### src/rtl/i2c_cfg_pkg.sv
// ---------------------------------------------------------------------------
// i2c_cfg_pkg
// Shared types and constants for the camera-config I2C target.
//   state_e          : protocol FSM states
//   DEV_ADDR_DEFAULT : default 7-bit target address (0xBA write / 0xBB read)
//   BYTE_W / CNT_W   : byte width and bit-counter width (counter spans 0..8)
// ---------------------------------------------------------------------------
package i2c_cfg_pkg;

  localparam int BYTE_W = 8;
  localparam int CNT_W  = 4;

  localparam logic [6:0]       DEV_ADDR_DEFAULT = 7'h5D;
  localparam logic [CNT_W-1:0] LAST_BIT         = CNT_W'(7);  // count before the 8th rise
  localparam logic [CNT_W-1:0] FULL_BYTE        = CNT_W'(8);  // all 8 bits clocked

  typedef enum logic [3:0] {
    ST_IDLE,
    ST_DEV,
    ST_DEV_ACK,
    ST_SUB,
    ST_SUB_ACK,
    ST_WR,
    ST_WR_ACK,
    ST_RD,
    ST_RD_ACK,
    ST_IGNORE
  } state_e;

endpackage

### src/rtl/i2c_cfg_target_if.sv
// ---------------------------------------------------------------------------
// i2c_cfg_target_if
// Bus + register-side signals of the I2C config target.
//   iSCL, iSDA   : I2C pins as seen by the target (iSDA is the wired-AND line)
//   oSDA_OE      : 1 = target pulls SDA low
//   oREG_*       : register write strobe, sub-address, write data
//   iREG_RDATA   : read data for oREG_ADDR
//   oBUSY, oNACK : bus-busy flag, master-NACK pulse
// Modports: slave = the target, master = bus master / register file side.
// ---------------------------------------------------------------------------
interface i2c_cfg_target_if;

  logic                            iSCL;
  logic                            iSDA;
  logic                            oSDA_OE;
  logic                            oREG_WE;
  logic [i2c_cfg_pkg::BYTE_W-1:0]  oREG_ADDR;
  logic [i2c_cfg_pkg::BYTE_W-1:0]  oREG_WDATA;
  logic [i2c_cfg_pkg::BYTE_W-1:0]  iREG_RDATA;
  logic                            oBUSY;
  logic                            oNACK;

  modport slave (
    input  iSCL, iSDA, iREG_RDATA,
    output oSDA_OE, oREG_WE, oREG_ADDR, oREG_WDATA, oBUSY, oNACK
  );

  modport master (
    output iSCL, iSDA, iREG_RDATA,
    input  oSDA_OE, oREG_WE, oREG_ADDR, oREG_WDATA, oBUSY, oNACK
  );

endinterface

### src/rtl/i2c_line_sync.sv
// ---------------------------------------------------------------------------
// i2c_line_sync
// Synchronises the asynchronous SCL/SDA pins into the iCLK domain and
// derives single-cycle bus events.
//   i_clk, i_rst     : system clock, synchronous active-high reset
//   i_scl, i_sda     : raw pins
//   o_sda            : synchronised SDA level (aligned with the events)
//   o_scl_rise/fall  : SCL edge pulses
//   o_start, o_stop  : SDA fall / rise while SCL stays high
// Sync flops reset to 1 (idle bus) so reset never fabricates an event.
// ---------------------------------------------------------------------------
module i2c_line_sync #(
  parameter int SYNC_STAGES = 2
) (
  input  logic i_clk,
  input  logic i_rst,
  input  logic i_scl,
  input  logic i_sda,
  output logic o_sda,
  output logic o_scl_rise,
  output logic o_scl_fall,
  output logic o_start,
  output logic o_stop
);

  logic [SYNC_STAGES-1:0] r_scl_sync;
  logic [SYNC_STAGES-1:0] r_sda_sync;
  logic                   r_scl_prev;
  logic                   r_sda_prev;
  logic                   w_scl;
  logic                   w_sda;

  always_ff @(posedge i_clk) begin
    // NOTE: sequential state uses non-blocking assignments so every flop
    // samples pre-edge values, independent of statement order.
    if (i_rst) begin
      r_scl_sync <= '1;
      r_sda_sync <= '1;
      r_scl_prev <= 1'b1;
      r_sda_prev <= 1'b1;
    end else begin
      r_scl_sync <= {r_scl_sync[SYNC_STAGES-2:0], i_scl};
      r_sda_sync <= {r_sda_sync[SYNC_STAGES-2:0], i_sda};
      r_scl_prev <= w_scl;
      r_sda_prev <= w_sda;
    end
  end

  assign w_scl = r_scl_sync[SYNC_STAGES-1];
  assign w_sda = r_sda_sync[SYNC_STAGES-1];

  assign o_sda      = w_sda;
  assign o_scl_rise = w_scl & ~r_scl_prev;
  assign o_scl_fall = ~w_scl & r_scl_prev;
  // SCL must be high both before and after the SDA edge.
  assign o_start    = w_scl & r_scl_prev & r_sda_prev & ~w_sda;
  assign o_stop     = w_scl & r_scl_prev & ~r_sda_prev & w_sda;

endmodule

### src/rtl/i2c_cfg_target.sv
// ---------------------------------------------------------------------------
// i2c_cfg_target
// I2C target for the camera-config bus. Decodes {dev addr, sub-addr, data...}
// write frames into register write strobes and serves reads from iREG_RDATA
// (sub-address set by a write of the sub-address followed by repeated START).
// Ports:
//   iCLK  : system clock (>= 20x SCL)
//   iRST  : synchronous reset, active-high
//   bus   : i2c_cfg_target_if.slave (pins, register strobes, status)
// Parameters: DEV_ADDR (7-bit address), SYNC_STAGES (>= 2).
// Build option: define AUTO_INCREMENT_EN to advance oREG_ADDR (8-bit wrap)
// after each write strobe and each master-ACKed read byte.
// ---------------------------------------------------------------------------
module i2c_cfg_target
  import i2c_cfg_pkg::*;
#(
  parameter logic [6:0] DEV_ADDR    = DEV_ADDR_DEFAULT,
  parameter int         SYNC_STAGES = 2
) (
  input  logic              iCLK,
  input  logic              iRST,
  i2c_cfg_target_if.slave   bus
);

  logic w_sda, w_scl_rise, w_scl_fall, w_start, w_stop;

  i2c_line_sync #(.SYNC_STAGES(SYNC_STAGES)) u_sync (
    .i_clk      (iCLK),
    .i_rst      (iRST),
    .i_scl      (bus.iSCL),
    .i_sda      (bus.iSDA),
    .o_sda      (w_sda),
    .o_scl_rise (w_scl_rise),
    .o_scl_fall (w_scl_fall),
    .o_start    (w_start),
    .o_stop     (w_stop)
  );

  state_e              r_state, w_state_nxt;
  logic [CNT_W-1:0]    r_cnt, w_cnt_nxt;
  logic [BYTE_W-1:0]   r_shift, w_shift_nxt;
  logic [BYTE_W-1:0]   r_addr, w_addr_nxt;
  logic [BYTE_W-1:0]   r_wdata, w_wdata_nxt;
  logic                r_oe, w_oe_nxt;
  logic                r_we, w_we_nxt;
  logic                r_nack, w_nack_nxt;
  logic [BYTE_W-1:0]   w_rx_byte;

  always_ff @(posedge iCLK) begin
    if (iRST) r_state <= ST_IDLE;
    else      r_state <= w_state_nxt;
  end

  always_ff @(posedge iCLK) begin
    if (iRST) begin
      r_cnt   <= '0;
      r_shift <= '0;
      r_addr  <= '0;
      r_wdata <= '0;
      r_oe    <= 1'b0;
      r_we    <= 1'b0;
      r_nack  <= 1'b0;
    end else begin
      r_cnt   <= w_cnt_nxt;
      r_shift <= w_shift_nxt;
      r_addr  <= w_addr_nxt;
      r_wdata <= w_wdata_nxt;
      r_oe    <= w_oe_nxt;
      r_we    <= w_we_nxt;
      r_nack  <= w_nack_nxt;
    end
  end

  always_comb begin
    // NOTE: every variable written here gets a default first; a path that
    // skipped an assignment would otherwise infer a latch.
    w_state_nxt = r_state;
    w_cnt_nxt   = r_cnt;
    w_shift_nxt = r_shift;
    w_addr_nxt  = r_addr;
    w_wdata_nxt = r_wdata;
    w_oe_nxt    = r_oe;
    w_we_nxt    = 1'b0;
    w_nack_nxt  = 1'b0;
    w_rx_byte   = {r_shift[BYTE_W-2:0], w_sda};

`ifdef AUTO_INCREMENT_EN
    // Advance the pointer the cycle after the strobe so the strobe carries
    // the address it was written to.
    if (r_we) w_addr_nxt = r_addr + 8'd1;
`endif

    if (w_stop) begin
      w_state_nxt = ST_IDLE;
      w_cnt_nxt   = '0;
      w_oe_nxt    = 1'b0;
    end else if (w_start) begin
      // Repeated START lands here too; r_addr is kept as the read pointer.
      w_state_nxt = ST_DEV;
      w_cnt_nxt   = '0;
      w_oe_nxt    = 1'b0;
    end else begin
      case (r_state)
        ST_DEV, ST_SUB, ST_WR: begin
          if (w_scl_rise) begin
            w_shift_nxt = w_rx_byte;
            w_cnt_nxt   = r_cnt + CNT_W'(1);
            if (r_cnt == LAST_BIT) begin
              w_cnt_nxt = '0;
              if (r_state == ST_DEV) begin
                w_state_nxt = (w_rx_byte[7:1] == DEV_ADDR) ? ST_DEV_ACK : ST_IGNORE;
              end else if (r_state == ST_SUB) begin
                w_addr_nxt  = w_rx_byte;
                w_state_nxt = ST_SUB_ACK;
              end else begin
                w_wdata_nxt = w_rx_byte;
                w_we_nxt    = 1'b1;
                w_state_nxt = ST_WR_ACK;
              end
            end
          end
        end

        // ACK slot: the first SCL fall (8th) pulls SDA, the next (9th) ends it.
        ST_DEV_ACK, ST_SUB_ACK, ST_WR_ACK: begin
          if (w_scl_fall) begin
            if (!r_oe) begin
              w_oe_nxt = 1'b1;
            end else begin
              w_oe_nxt = 1'b0;
              if (r_state == ST_DEV_ACK && r_shift[0]) begin
                // Read: first data bit goes out on this same falling edge.
                w_state_nxt = ST_RD;
                w_cnt_nxt   = '0;
                w_shift_nxt = bus.iREG_RDATA;
                w_oe_nxt    = ~bus.iREG_RDATA[BYTE_W-1];
              end else if (r_state == ST_DEV_ACK) begin
                w_state_nxt = ST_SUB;
              end else begin
                w_state_nxt = ST_WR;
              end
            end
          end
        end

        ST_RD: begin
          // Shifting on the rise keeps the next outgoing bit in r_shift[7].
          if (w_scl_rise) begin
            w_shift_nxt = w_rx_byte;
            w_cnt_nxt   = r_cnt + CNT_W'(1);
          end else if (w_scl_fall) begin
            if (r_cnt == '0) begin
              w_shift_nxt = bus.iREG_RDATA;
              w_oe_nxt    = ~bus.iREG_RDATA[BYTE_W-1];
            end else if (r_cnt == FULL_BYTE) begin
              w_oe_nxt    = 1'b0;
              w_cnt_nxt   = '0;
              w_state_nxt = ST_RD_ACK;
            end else begin
              w_oe_nxt = ~r_shift[BYTE_W-1];
            end
          end
        end

        ST_RD_ACK: begin
          if (w_scl_rise) begin
            if (!w_sda) begin
              w_state_nxt = ST_RD;
              w_cnt_nxt   = '0;
`ifdef AUTO_INCREMENT_EN
              w_addr_nxt  = r_addr + 8'd1;
`endif
            end else begin
              w_nack_nxt  = 1'b1;
              w_state_nxt = ST_IGNORE;
            end
          end
        end

        default: ;  // IDLE / IGNORE wait for START or STOP
      endcase
    end
  end

  assign bus.oSDA_OE    = r_oe;
  assign bus.oREG_WE    = r_we;
  assign bus.oREG_ADDR  = r_addr;
  assign bus.oREG_WDATA = r_wdata;
  assign bus.oBUSY      = (r_state != ST_IDLE);
  assign bus.oNACK      = r_nack;

endmodule

### src/flat_wrapper.sv
// flat-port wrapper written by rule: the top's interface ports become plain ports
module i2c_cfg_target_flat import i2c_cfg_pkg::*;
#(
  parameter logic [6:0] DEV_ADDR    = DEV_ADDR_DEFAULT,
  parameter int         SYNC_STAGES = 2
)
  (iCLK, iRST, bus_iSCL, bus_iSDA, bus_iREG_RDATA, bus_oSDA_OE, bus_oREG_WE, bus_oREG_ADDR, bus_oREG_WDATA, bus_oBUSY, bus_oNACK);
  i2c_cfg_target_if bus_i ();
  input  logic iCLK;
  input  logic iRST;
  input wire logic [$bits(bus_i.iSCL)-1:0] bus_iSCL;
  input wire logic [$bits(bus_i.iSDA)-1:0] bus_iSDA;
  input wire logic [$bits(bus_i.iREG_RDATA)-1:0] bus_iREG_RDATA;
  output wire logic [$bits(bus_i.oSDA_OE)-1:0] bus_oSDA_OE;
  output wire logic [$bits(bus_i.oREG_WE)-1:0] bus_oREG_WE;
  output wire logic [$bits(bus_i.oREG_ADDR)-1:0] bus_oREG_ADDR;
  output wire logic [$bits(bus_i.oREG_WDATA)-1:0] bus_oREG_WDATA;
  output wire logic [$bits(bus_i.oBUSY)-1:0] bus_oBUSY;
  output wire logic [$bits(bus_i.oNACK)-1:0] bus_oNACK;
  assign bus_i.iSCL = bus_iSCL;
  assign bus_i.iSDA = bus_iSDA;
  assign bus_i.iREG_RDATA = bus_iREG_RDATA;
  assign bus_oSDA_OE = bus_i.oSDA_OE;
  assign bus_oREG_WE = bus_i.oREG_WE;
  assign bus_oREG_ADDR = bus_i.oREG_ADDR;
  assign bus_oREG_WDATA = bus_i.oREG_WDATA;
  assign bus_oBUSY = bus_i.oBUSY;
  assign bus_oNACK = bus_i.oNACK;
  i2c_cfg_target #(.DEV_ADDR(DEV_ADDR), .SYNC_STAGES(SYNC_STAGES)) u_core (.iCLK(iCLK), .iRST(iRST), .bus(bus_i));
endmodule
### config.mk
export PLATFORM = sky130hd
export DESIGN_NAME = i2c_cfg_target_flat
export DESIGN_NICKNAME = d
export VERILOG_FILES = /design/src/rtl/i2c_cfg_pkg.sv /design/src/rtl/i2c_cfg_target_if.sv /design/src/rtl/i2c_line_sync.sv /design/src/rtl/i2c_cfg_target.sv /design/src/flat_wrapper.sv
export SDC_FILE = /design/constraint.sdc
export NUM_CORES = 1
export LEC_CHECK = 0
export BUFFER_PORTS_ARGS = -buffer_cell sky130_fd_sc_hd__buf_2
export CORE_MARGIN = 5
export CORE_UTILIZATION = 40
export DETAILED_ROUTE_END_ITERATION = 16
export GPL_TIMING_DRIVEN = 0
export MAX_ROUTING_LAYER = met4
export PLACE_DENSITY = 0.7
export SETUP_SLACK_MARGIN = 0.3
export SYNTH_ARGS = -nofsm -noshare
export SYNTH_HDL_FRONTEND = slang
export SYNTH_HIERARCHICAL = 1
export SYNTH_SLANG_ARGS = --single-unit
### constraint.sdc
create_clock -name iCLK -period 2.5 [get_ports iCLK]
set_input_delay 0.625 -clock iCLK [delete_from_list [all_inputs] [get_ports iCLK]]
set_output_delay 0.625 -clock iCLK [all_outputs]
set_load 0.005 [all_outputs]
Word-level counts from Yosys, hierarchy flattened
Index checks and enable logic that the tools add are counted.
- register bits: 41
- bits in latches: 0
- memory bits (writable): 0
- ROM bits: 0
- input bits: 12
- memories: 0
- add/sub/neg operators: 1
- $mul: 0
- divide/modulo/power cells: 0
- magnitude comparators: 0
- equality and inequality tests: 35
- shift operators: 0
- mux-type cells: 47
- bitwise logic cells: 21
- reductions and logical operators: 20
- operator list (cell ; number):
    $mux 4 ; 24
    $mux 8 ; 7
    $pmux 4 s4 ; 2
    $reduce_and 10->1 ; 3
    $ne 3x3->1 const B ; 8
    $pmux 8 s3 ; 1
    $eq 4x3->1 const B ; 5
    $ne 3x2->1 const B ; 5
    $ne 2x2->1 const B ; 7
    $not 1->1 ; 14
    $reduce_and 7->1 ; 2
    $mux 1 ; 10
    $reduce_and 9->1 ; 1
    $reduce_or 3->1 ; 3
    $eq 4x2->1 const B ; 2
    $eq 4x4->1 const B ; 2
    $ne 2x1->1 const B ; 4
    $reduce_bool 4->1 ; 2
    $and 1x1->1 ; 7
    $eq 7x7->1 const B ; 1
    $reduce_or 7->1 ; 1
    $reduce_bool 5->1 ; 1
    $reduce_or 5->1 ; 1
    $add 4x1->4 const B ; 1
    10 further kinds ; 10

Depth between registers and ports, before layout
Gate-level depths: netlist (run 1).
- depth after elaboration: 7
- depth in mapped cells: 8

By module
Netlist (run 1), hierarchy kept.
- by module, submodules not included (module ; times used ; cells an instance ; area an instance (um^2) ; seq. area each (um^2)):
    i2c_cfg_target ; 1 ; 209 ; 1851.8 ; 700.7
    i2c_line_sync ; 1 ; 16 ; 190.2 ; 120.1

Least setup slack after synthesis (run 1)
OpenSTA, ideal clock, no wires.
- path kind: flip-flop to flip-flop
- start point: reg u_core.u_sync.r_scl_sync[1]
- end point: reg u_core.r_cnt[1]
- arrival: 1843 ps
- required time: 2430 ps
- slack: 587 ps
- stages on the path, launching flop included: 7
- buffers on the path: 0
- path through: dfxtp_1 -> nor2b_1 -> inv_1 -> a32oi_1 -> o211ai_2 -> or4b_1 -> a21oi_1
- RTL lines (what ; RTL line ; source):
    from (decl) ; i2c_line_sync.sv:26 ; logic [SYNC_STAGES-1:0] r_scl_sync;
    from (signal assigned) ; i2c_line_sync.sv:42 ; r_scl_sync <= {r_scl_sync[SYNC_STAGES-2:0], i_scl};
    $and 1x1->1 (*) ; i2c_line_sync.sv:53 ; assign o_scl_rise = w_scl & ~r_scl_prev;
    net u_core.w_scl_rise ; i2c_cfg_target.sv:25 ; logic w_sda, w_scl_rise, w_scl_fall, w_start, w_stop;
    $ne 3x3->1 (no source line), or another cell as far along ; n/a ;
    $reduce_and 10->1 (no source line) / $pmux 4 s4 (equally long branches) ; n/a ;
    to (signal assigned) ; i2c_cfg_target.sv:64 ; r_cnt <= w_cnt_nxt;
    to (decl) ; i2c_cfg_target.sv:40 ; logic [CNT_W-1:0] r_cnt, w_cnt_nxt;
Mark *: on every way through the listed nets, which the timed path passes. The rest lies on a longest branch.
A chain may end at the register's enable or synchronous reset.

Worst setup path in the final report (run 1)
- start point: reg u_core.r_state[0]
- end point: reg u_core.r_cnt[1]
- word-level cells in the longest chain between the ends: 4
- ends and longest elaborated chain (what ; RTL line ; source):
    from (decl) ; i2c_cfg_target.sv:39 ; state_e r_state, w_state_nxt;
    from (signal assigned) ; i2c_cfg_target.sv:51 ; else r_state <= w_state_nxt;
    $eq 4x3->1, or another cell as far along ; i2c_cfg_target.sv:103 ; case (r_state)
    $reduce_or 3->1 / $logic_and 1x1->1 (equally long branches) ; i2c_cfg_target.sv:103, i2c_cfg_target.sv:131 ;
    $ne 2x1->1 (no source line), or another cell as far along ; n/a ;
    $reduce_and 10->1 (no source line) ; n/a ;
Parallel ways exist; a longest one is shown, timed or not.

==> flow_summary.yaml, run 1 <==
critical_path:
  r2r-end: "u_core/r_cnt[1]$_SDFFE_PP0P_"
  rrSetupSlack_ns: 0.44
  startpoint_type: "flop"
  crit_type: "reg -> reg"
  crit_path_max_fanout: 8
  cp-end-kind: "flop"
  reg2reg_depth: 5
  crit_required_ns: 2.73
  critPathArrivalTime_ns: 2.29
  r2r_start: "u_core/r_state[0]$_SDFFE_PP0P_"
power_and_ir_drop:
  p_leak_nw: 0.877
  vdd_drop_max_v: 0.000484
  powerDensity_nw_per_um2: 1120
logic_synthesis:
  synth_area_leaders: "dfxtp_1 (40%), mux2i_1 (12%), a21oi_1 (4.9%)"
  ys_seq_area_frac: 0.402
  synth.cell_area_sq_um: 2040
  yosysTopAreaCellShare: 0.402
  synth-seq-cells: 41
  synth_edf_count: 0
  synthFlopType: "dfxtp_1"
  synth_nets: 239
  yosys_warnings: 6
  ys_async_sr_fraction: 0
  avgSynthCellArea_sq_um: 9.08
  syn_inst: 225
  yosysTopAreaCell: "dfxtp_1"
  synth_cell_type_count: 49
placed_design:
  place_ws_ns: 0.240
  place.gp.congestion: 0.891
  hpwl_microns: 3450
  io_buffer_count: 31
layout:
  antennaDiodeCount: 0
  drive_gt1_frac: 0.233
  regArea_sq_um: 825
  postLayoutCoreUtil: 0.479
  area.growth.synth_to_final_pct: 18.3
  nets: 279
  multi_input_area_sq_um: 1160
  nFillCells: 504
floorplanning:
  die_h_microns: 81.5
  fp-row-count: 26
  core_sq_um: 5040
  pin_count: 32
  dieArea_sq_um: 6630
  start_util: 0.405
  die_w_microns: 81.5
sta:
  setup_violations: 0
  finalCritPeriodShare: 0.826
  slew_headroom: 0.619
  tns_ns: 0
  hold_viol: 0
  min_period_ns: 2.06
  rsz0062_at_grt: "yes"
  final_max_slew_viol_count: 0
  worst_slack_ns: 0.436
  worstMarginPinSlew_ns: 0.571
  max_freq_mhz: 484
  skew_ns: 0.00911
  whs_ns: 0.410
min_path:
  hold_path_class: "reg -> reg"
  hold_depth: 1
  min_to: "u_core/u_sync/r_scl_sync[1]$_SDFF_PP1_"
  hp-start: "u_core/u_sync/r_scl_sync[0]$_SDFF_PP1_"
routing:
  totalWireLength_microns: 4700
  drt-initial-drc-count: 174
  drt-wirelength-per-cell_microns: 14.0
  num_vias: 1844
  vias_per_cell: 5.49
  ant_nets: 0
  drcViolationCount: 0
  first_pass_iters: 4
clock_tree:
  clk_latency_ns: 0.30
  cts-root-buf: "clkbuf_8"
  cts_buffer_depth: 2
  h-tree-depth: 2
  clkTransAtPathRegs_ns: 0.08
  cts_buffers: 5
  cts.hold.buffers_added: 0
  cts_tree: "yes"
  cts_sinks: 41
global_routing:
  antenna_found_initial: 0
  overflow: 0
  grt_pass1_wl_microns: 8040
  gr-usage-all-layers: 0.161
  grt_max_degree: 15
  grt_pass1_vias: 1678
run:
  maxCapViolCount: 0
outcome:
  outcome: "completed"
==> placed cells by master, fill, tap and decap left out, types with 3 or more instances in the layout <==
master,count
dfxtp_1,38
buf_2,35
nor2_1,24
mux2i_1,24
a21oi_1,20
a311oi_1,10
nor3_1,8
nand2_1,7
or2_1,7
o21ai_0,7
inv_1,6
clkbuf_8,5
clkbuf_1,5
buf_4,3
nand2b_1,3
nor2_2,3
and4b_1,3
nand4b_1,3
or3_1,3
dfxtp_2,3
==> what timing repair did <==
item | CTS | global route
buffers inserted | 0 | 2
pin swaps | 0 | 0
endpoints found under the setup margin | 4 | 22
resized for setup | 2 | 7
==> layout make-up <==
class | instances | area share
multi-input combinational | 166 | 0.482
sequential | 41 | 0.341
timing repair buffer | 33 | 0.0705
tap | 70 | 0.0363
clock buffer | 5 | 0.0285
buffer | 12 | 0.0228
inverter | 6 | 0.00933
clock inverter | 3 | 0.00881
==> cell usage after synthesis (2+ instances only) <==
| cell type | number |
|---|---|
| and3b_1 | 2 |
| or3_1 | 3 |
| nor3_1 | 8 |
| o31ai_1 | 2 |
| nor2_1 | 25 |
| nand4b_1 | 3 |
| a31oi_1 | 2 |
| o21bai_1 | 2 |
| nand2b_1 | 3 |
| nand4_1 | 2 |
| a211oi_1 | 2 |
| ha_1 | 2 |
| dfxtp_1 | 41 |
| clkbuf_1 | 6 |
| a21oi_1 | 20 |
| inv_1 | 6 |
| buf_2 | 4 |
| nor2b_1 | 4 |
| or2_1 | 7 |
| nor2_2 | 2 |
| or4b_1 | 2 |
| o21ai_0 | 7 |
| and4b_1 | 3 |
| nand2_2 | 2 |
| mux2i_1 | 24 |
| a311oi_1 | 10 |
| nand2_1 | 7 |
| or4_1 | 2 |
| nand3b_1 | 2 |
==> where the power goes <==
part	switching [mW]	internal, mW
Sequential	0.141	0.764
Clock	0.246	0.198
Combinational	0.793	0.552
==> sequential cells by signal (all words and copies together) (netlist names) <==
| register | flops |
|---|---|
| u_core/bus.oREG_ADDR | 8 |
| u_core/bus.oSDA_OE | 1 |
| u_core/r_state | 4 |
| u_core/u_sync/r_scl_prev | 1 |
| u_core/u_sync/r_sda_prev | 1 |
| u_core/u_sync/r_sda_sync | 2 |
| u_core/u_sync/r_scl_sync | 2 |
| u_core/r_shift | 8 |
| u_core/r_cnt | 4 |
| u_core/bus.oREG_WDATA | 8 |
| u_core/bus.oREG_WE | 1 |
| u_core/bus.oNACK | 1 |
==> cell families (layout without fill, tap and decap cells) <==
| family | count (synthesis) | in the layout | synth area share |
|---|---|---|---|
| compound gates | 58 | 58 | 0.196 |
| fa+ha+maj | 2 | 2 | 0.0123 |
| buf+inv | 18 | 59 | 0.0374 |
| flops | 41 | 41 | 0.402 |
| mux | 24 | 24 | 0.118 |
| simple gates | 82 | 82 | 0.235 |
==> worst max-delay path, stage by stage (launching register included) <==
cell	delay, ns
dfxtp_1	0.37
nor4b_4	0.46
nand2_2	0.13
a221o_1	0.41
or4b_1	0.49
a21oi_1	0.14
==> through the flow <==
stage	power [mW]	instances	cell area, sq um
final	2.69	336	2410
after global routing	2.93	336	2410
after CTS	2.65	334	2380
after detailed placement	2.21	326	2280
after global placement	2.20	326	2280
after floorplan	1.90	225	2040
==> how the worst max path moves through the flow <==
stage / cells after the start / from / endpoint / slack (ns)
after floorplan: 6 / u_core/u_sync/r_scl_sync[1]$_SDFF_PP1_ / u_core/r_cnt[1]$_SDFFE_PP0P_ / 0.59
after global placement: 6 / iRST / u_core/r_cnt[2]$_SDFFE_PP0P_ / 0.25
after detailed placement: 6 / iRST / u_core/r_cnt[2]$_SDFFE_PP0P_ / 0.24
after CTS: 5 / u_core/r_state[3]$_SDFFE_PP0P_ / u_core/r_cnt[1]$_SDFFE_PP0P_ / 0.35
after global routing: 6 / u_core/r_cnt[0]$_SDFFE_PP0P_ / u_core/bus.oREG_ADDR[1]$_SDFFE_PP0P_ / 0.29
final: 5 / u_core/r_state[0]$_SDFFE_PP0P_ / u_core/r_cnt[1]$_SDFFE_PP0P_ / 0.44
==> metal layers <==
metal	up-vias	global-route usage	wire, microns
met3	4	0.0362	230
li1	919	-	-
met4	0	0.0557	61
met5	-	-	0
met1	865	0.209	2290
met2	56	0.245	2120
Power figures use the tool's default switching activity.
==> inputs of run 2 (changes only) <==
--- a/config.mk
+++ b/config.mk
@@ -11,7 +11,7 @@
 export DETAILED_ROUTE_END_ITERATION = 16
 export GPL_TIMING_DRIVEN = 0
 export MAX_ROUTING_LAYER = met4
-export PLACE_DENSITY = 0.7
+export PLACE_DENSITY = 0.72
 export SETUP_SLACK_MARGIN = 0.3
 export SYNTH_ARGS = -nofsm -noshare
 export SYNTH_HDL_FRONTEND = slang
==> constraint.sdc (replaced) <==
create_clock -name iCLK -period 1.7 [get_ports iCLK]
set_input_delay 0.425 -clock iCLK [delete_from_list [all_inputs] [get_ports iCLK]]
set_output_delay 0.425 -clock iCLK [all_outputs]
set_load 0.005 [all_outputs]
==> flow_summary.yaml, run 2 (synthesized netlist as in run 1, its figures left out) <==
critical_path:
  r2r_start: "u_core/u_sync/r_scl_sync[1]$_SDFF_PP1_"
  crit_type: "reg -> reg"
  crit_path_max_fanout: 8
  slowest_delay_ns: 0.37
  critPathArrivalTime_ns: 2.16
  rrSetupSlack_ns: -0.25
  reg2reg_depth: 7
  slowest_stage: "dfxtp_4"
  crit_required_ns: 1.91
  r2r-end: "u_core/r_shift[4]$_SDFFE_PP0P_"
  startpoint_type: "flop"
  cp-end-kind: "flop"
  worstPathCellList: "nor2b_4 > nand3b_1 > buf_4 > or3_4 > o211a_4 > clkbuf_16 > a311oi_2"
global_routing:
  antenna_found_initial: 0
  gr-usage-all-layers: 0.188
  grt_pass1_wl_microns: 9330
  grt_pass1_vias: 1943
  overflow: 0
  grt_max_degree: 14
floorplanning:
  die_w_microns: 81.5
  die_h_microns: 81.5
  pin_count: 32
  dieArea_sq_um: 6630
  fp-row-count: 26
  start_util: 0.405
  core_sq_um: 5040
routing:
  drcViolationCount: 0
  totalWireLength_microns: 5900
  drt-wirelength-per-cell_microns: 16.4
  ant_nets: 0
  num_vias: 2007
  first_pass_iters: 6
  drt-initial-drc-count: 219
  vias_per_cell: 5.58
clock_tree:
  h-tree-depth: 2
  cts_tree: "yes"
  cts_buffers: 5
  cts-root-buf: "clkbuf_8"
  cts_buffer_depth: 2
  cts.hold.buffers_added: 0
  cts_sinks: 41
  clk_latency_ns: 0.29
  clkTransAtPathRegs_ns: 0.08
placed_design:
  postPlaceCellArea_sq_um: 2370
  place.gp.congestion: 0.906
  io_buffer_count: 31
  dp_cells: 326
  hpwl_microns: 3580
sta:
  rsz0062_at_grt: "yes"
  worstMarginPinSlew_ns: 0.603
  finalCritPeriodShare: 1.15
  slew_headroom: 0.598
  min_period_ns: 1.95
  hold_viol: 0
  setup_violations: 32
  worst_slack_ns: -0.251
  max_freq_mhz: 513
  final_max_slew_viol_count: 0
  skew_ns: 0.00582
min_path:
  hold_depth: 2
  hp-start: "bus_iSCL"
  min_to: "u_core/u_sync/r_scl_sync[0]$_SDFF_PP1_"
  hold_path_class: "in -> reg"
layout:
  drive_gt1_frac: 0.431
  final_common_cell: "dfxtp_1"
  fin_cells: 360
  most-common-layout-cells: "dfxtp_1 (32), buf_2 (31), mux2i_1 (24)"
  area.growth.synth_to_final_pct: 43.3
  postLayoutCoreUtil: 0.580
  nets: 303
  finalInstanceArea_sq_um: 2930
  antennaDiodeCount: 0
outcome:
  violations: "negative setup slack"
  outcome: "finished with violations"
power_and_ir_drop:
  powerDensity_nw_per_um2: 1830
  vdd_drop_max_v: 0.00127
  p_leak_nw: 1.06
run:
  maxCapViolCount: 0
run 2: cell types whose count changed in the layout (fill, tap and decap cells not counted), sizes merged:
cell / previous run / this run
clkbuf: 11 / 12
clkinvlp: 1 / 2
buf: 39 / 63
inv: 7 / 6
clkinv: 1 / 0
run 2: worst max-delay path by stage:
stage | from | to | slack, ns | depth (start not counted)
2_1_floorplan | u_core/r_state[1]$_SDFFE_PP0P_ | u_core/r_cnt[1]$_SDFFE_PP0P_ | -0.18 | 5
3_3_place_gp | u_core/r_state[3]$_SDFFE_PP0P_ | u_core/r_cnt[1]$_SDFFE_PP0P_ | -0.40 | 5
3_5_place_dp | u_core/r_state[3]$_SDFFE_PP0P_ | u_core/r_cnt[1]$_SDFFE_PP0P_ | -0.42 | 5
4_1_cts | u_core/u_sync/r_scl_sync[1]$_SDFF_PP1_ | u_core/r_shift[4]$_SDFFE_PP0P_ | -0.22 | 8
5_1_grt | u_core/u_sync/r_scl_sync[1]$_SDFF_PP1_ | u_core/r_cnt[2]$_SDFFE_PP0P_ | -0.30 | 6
6_report | u_core/u_sync/r_scl_sync[1]$_SDFF_PP1_ | u_core/r_shift[4]$_SDFFE_PP0P_ | -0.25 | 7
run 2: what timing repair did:
action                     in CTS  in global routing
cloned                          1                  1
pin swaps                      20                  9
buffers inserted               16                  8
setup endpoints to repair      36                 36
resized for setup              44                 14
run 2: critical path: cells and delay by family (launching register included):
kind,cells,cell delay [ns]
AOI/OAI and AO/OA,2,0.42
and+or+nand+nor,3,0.72
DFF,1,0.37
buffers and inverters,2,0.35
run 2: cell type report:
class,instances,area [sq um]
flip-flops and latches,41,845
clock buffers,6,72.6
clock inverters,2,15.0
well taps,70,87.6
fillers,438,2120
repair buffers,57,417
multi-input cells,166,1360
inverters,6,22.5
plain buffers,12,113
run 2: per-stage QoR:
step / hold WS (ns) / setup WS, ns / setup TNS, ns / power (mW)
after floorplan: 0.383 / -0.178 / -0.570 / 3.02
after global placement: 0.385 / -0.405 / -5.42 / 3.46
after detailed placement: 0.389 / -0.416 / -5.90 / 3.49
after CTS: 0.296 / -0.219 / -2.43 / 4.83
after global routing: 0.297 / -0.297 / -5.35 / 5.64
final: 0.306 / -0.251 / -3.37 / 5.35
run 2: layer usage:
layer / share of wire / wire length, microns / global-route usage / vias to the layer above
li1: - / - / - / 973
met1: 0.44 / 2590 / 0.225 / 963
met2: 0.49 / 2910 / 0.298 / 60
met3: 0.048 / 284 / 0.0395 / 11
met4: 0.020 / 118 / 0.0929 / 0
met5: 0 / 0 / - / -
run 2: power by group:
part | switching, mW | internal (mW)
logic | 1.70 | 1.65
clock network | 0.349 | 0.289
registers | 0.231 | 1.14
==> inputs of run 3 (changes only) <==
--- a/config.mk
+++ b/config.mk
@@ -7,11 +7,11 @@
 export LEC_CHECK = 0
 export BUFFER_PORTS_ARGS = -buffer_cell sky130_fd_sc_hd__buf_2
 export CORE_MARGIN = 5
-export CORE_UTILIZATION = 40
+export CORE_UTILIZATION = 35
 export DETAILED_ROUTE_END_ITERATION = 16
 export GPL_TIMING_DRIVEN = 0
 export MAX_ROUTING_LAYER = met4
-export PLACE_DENSITY = 0.72
+export PLACE_DENSITY = 0.64
 export SETUP_SLACK_MARGIN = 0.3
 export SYNTH_ARGS = -nofsm -noshare
 export SYNTH_HDL_FRONTEND = slang
==> constraint.sdc (replaced) <==
create_clock -name iCLK -period 2.3 [get_ports iCLK]
set_input_delay 0.575 -clock iCLK [delete_from_list [all_inputs] [get_ports iCLK]]
set_output_delay 0.575 -clock iCLK [all_outputs]
set_load 0.005 [all_outputs]
==> flow_summary.yaml, run 3 (synthesized netlist as in run 1, its figures left out) <==
sta:
  slew_headroom: 0.661
  setup_violations: 0
  finalCritPeriodShare: 0.886
  rsz0062_at_grt: "yes"
  whs_ns: 0.407
  final_max_slew_viol_count: 0
  max_freq_mhz: 491
  min_period_ns: 2.04
  skew_ns: 0.0101
  hold_viol: 0
  worstMarginPinSlew_ns: 0.509
floorplanning:
  core_sq_um: 5570
  start_util: 0.366
  die_h_microns: 86.4
  pin_count: 32
  die_w_microns: 86.4
  fp-row-count: 27
  dieArea_sq_um: 7460
layout:
  antennaDiodeCount: 0
  area.growth.synth_to_final_pct: 26.7
  drive_gt1_frac: 0.294
  nets: 285
  most-common-layout-cells: "buf_2 (34), dfxtp_1 (34), nor2_1 (24), mux2i_1 (24), a21oi_1 (19)"
placed_design:
  hpwl_microns: 3600
  place.gp.congestion: 0.910
  io_buffer_count: 31
clock_tree:
  h-tree-depth: 2
  cts_buffer_depth: 2
  clk_latency_ns: 0.30
  cts_tree: "yes"
  cts_buffers: 5
  cts-root-buf: "clkbuf_8"
  clkTransAtPathRegs_ns: 0.09
  cts_sinks: 41
critical_path:
  slowest_delay_ns: 0.47
  worstPathCellList: "or2_1 > a31oi_1 > a221o_2 > buf_4 > or4_1 > nand2_1"
  crit_type: "reg -> reg"
  startpoint_type: "flop"
  crit_path_max_fanout: 6
  cp-end-kind: "flop"
  crit_required_ns: 2.54
  critPathArrivalTime_ns: 2.27
  slowest_stage: "or4_1"
global_routing:
  overflow: 0
  antenna_found_initial: 0
  gr-usage-all-layers: 0.143
  grt_pass1_vias: 1754
  grt_pass1_wl_microns: 8400
  grt_max_degree: 13
power_and_ir_drop:
  switchingPower_mw: 1.38
  vdd_drop_max_v: 0.000556
  powerDensity_nw_per_um2: 1280
  switching_share: 0.418
  finalPower_mw: 3.30
  seqPwrFrac: 0.299
  intPower_mw: 1.92
  p_leak_nw: 0.944
  p_clk_frac: 0.184
  power_frac_comb: 0.517
routing:
  drcViolationCount: 0
  totalWireLength_microns: 5290
  vias_per_cell: 5.54
  drt-wirelength-per-cell_microns: 15.4
  first_pass_iters: 4
  num_vias: 1905
  ant_nets: 0
  drt-initial-drc-count: 178
run:
  maxCapViolCount: 0
outcome:
  outcome: "completed"
min_path:
  hold_path_class: "reg -> reg"
[run 3: metrics by stage]
step | setup WS (ns) | std cells | utilization | cell area [sq um] | setup TNS [ns]
2_1_floorplan | 0.387 | 225 | - | 2040 | 0
3_3_place_gp | -0.00422 | 328 | 0.410 | 2290 | -0.00422
3_5_place_dp | 0.0118 | 328 | 0.410 | 2290 | 0
4_1_cts | 0.305 | 339 | 0.443 | 2470 | 0
5_1_grt | 0.211 | 344 | 0.464 | 2590 | 0
6_report | 0.262 | 344 | 0.464 | 2590 | 0
[run 3: cell type report]
cell class	count	area, sq um
timing repair buffer	39	240
multi-input combinational	166	1220
inverter	6	22.5
tap	72	90.1
sequential	41	832
clock inverter	1	30.0
clock buffer	7	86.3
buffer	12	61.3
fill	554	2990
[run 3: critical path, delay by kind of cell, from the launching register on]
family          cells  cell delay [ns]
compound gates      2             0.65
flops               1             0.41
simple gates        3             0.75
buf+inv             1             0.16
[run 3: path summary, 6_finish.rpt]
path	depth (start not counted)	slack [ns]	end	start
hold reg to reg	1	0.41	u_core/u_sync/r_sda_sync[1]$_SDFF_PP1_	u_core/u_sync/r_sda_sync[0]$_SDFF_PP1_
setup / recovery	6	0.26	u_core/r_cnt[2]$_SDFFE_PP0P_	u_core/r_state[2]$_SDFFE_PP0P_
setup reg to reg	6	0.26	u_core/r_cnt[2]$_SDFFE_PP0P_	u_core/r_state[2]$_SDFFE_PP0P_
hold / removal	1	0.41	u_core/u_sync/r_sda_sync[1]$_SDFF_PP1_	u_core/u_sync/r_sda_sync[0]$_SDFF_PP1_
[run 3: layer usage]
| metal | global-route usage | up-vias | part of all wire |
|---|---|---|---|
| met1 | 0.196 | 918 | 0.49 |
| met5 | - | - | 0 |
| met3 | 0.0266 | 8 | 0.047 |
| met4 | 0.0595 | 0 | 0.016 |
| li1 | - | 933 | - |
| met2 | 0.207 | 46 | 0.45 |
[run 3: repair_timing]
action | in CTS | in global routing
endpoints found under the setup margin | 30 | 24
pin swaps | 2 | 4
hold buffers | 0 | 0
resized for setup | 15 | 17
setup buffers | 3 | 5
[run 3: power groups by stage]
| stage | Combinational, mW | Sequential [mW] | Clock, mW |
|---|---|---|---|
| floorplan | 1.12 | 0.945 | 0 |
| global placement | 1.42 | 0.991 | 0 |
| detailed placement | 1.42 | 0.988 | 0 |
| CTS | 1.51 | 0.977 | 0.621 |
| global route | 1.86 | 1.01 | 0.655 |
| finish | 1.71 | 0.987 | 0.609 |
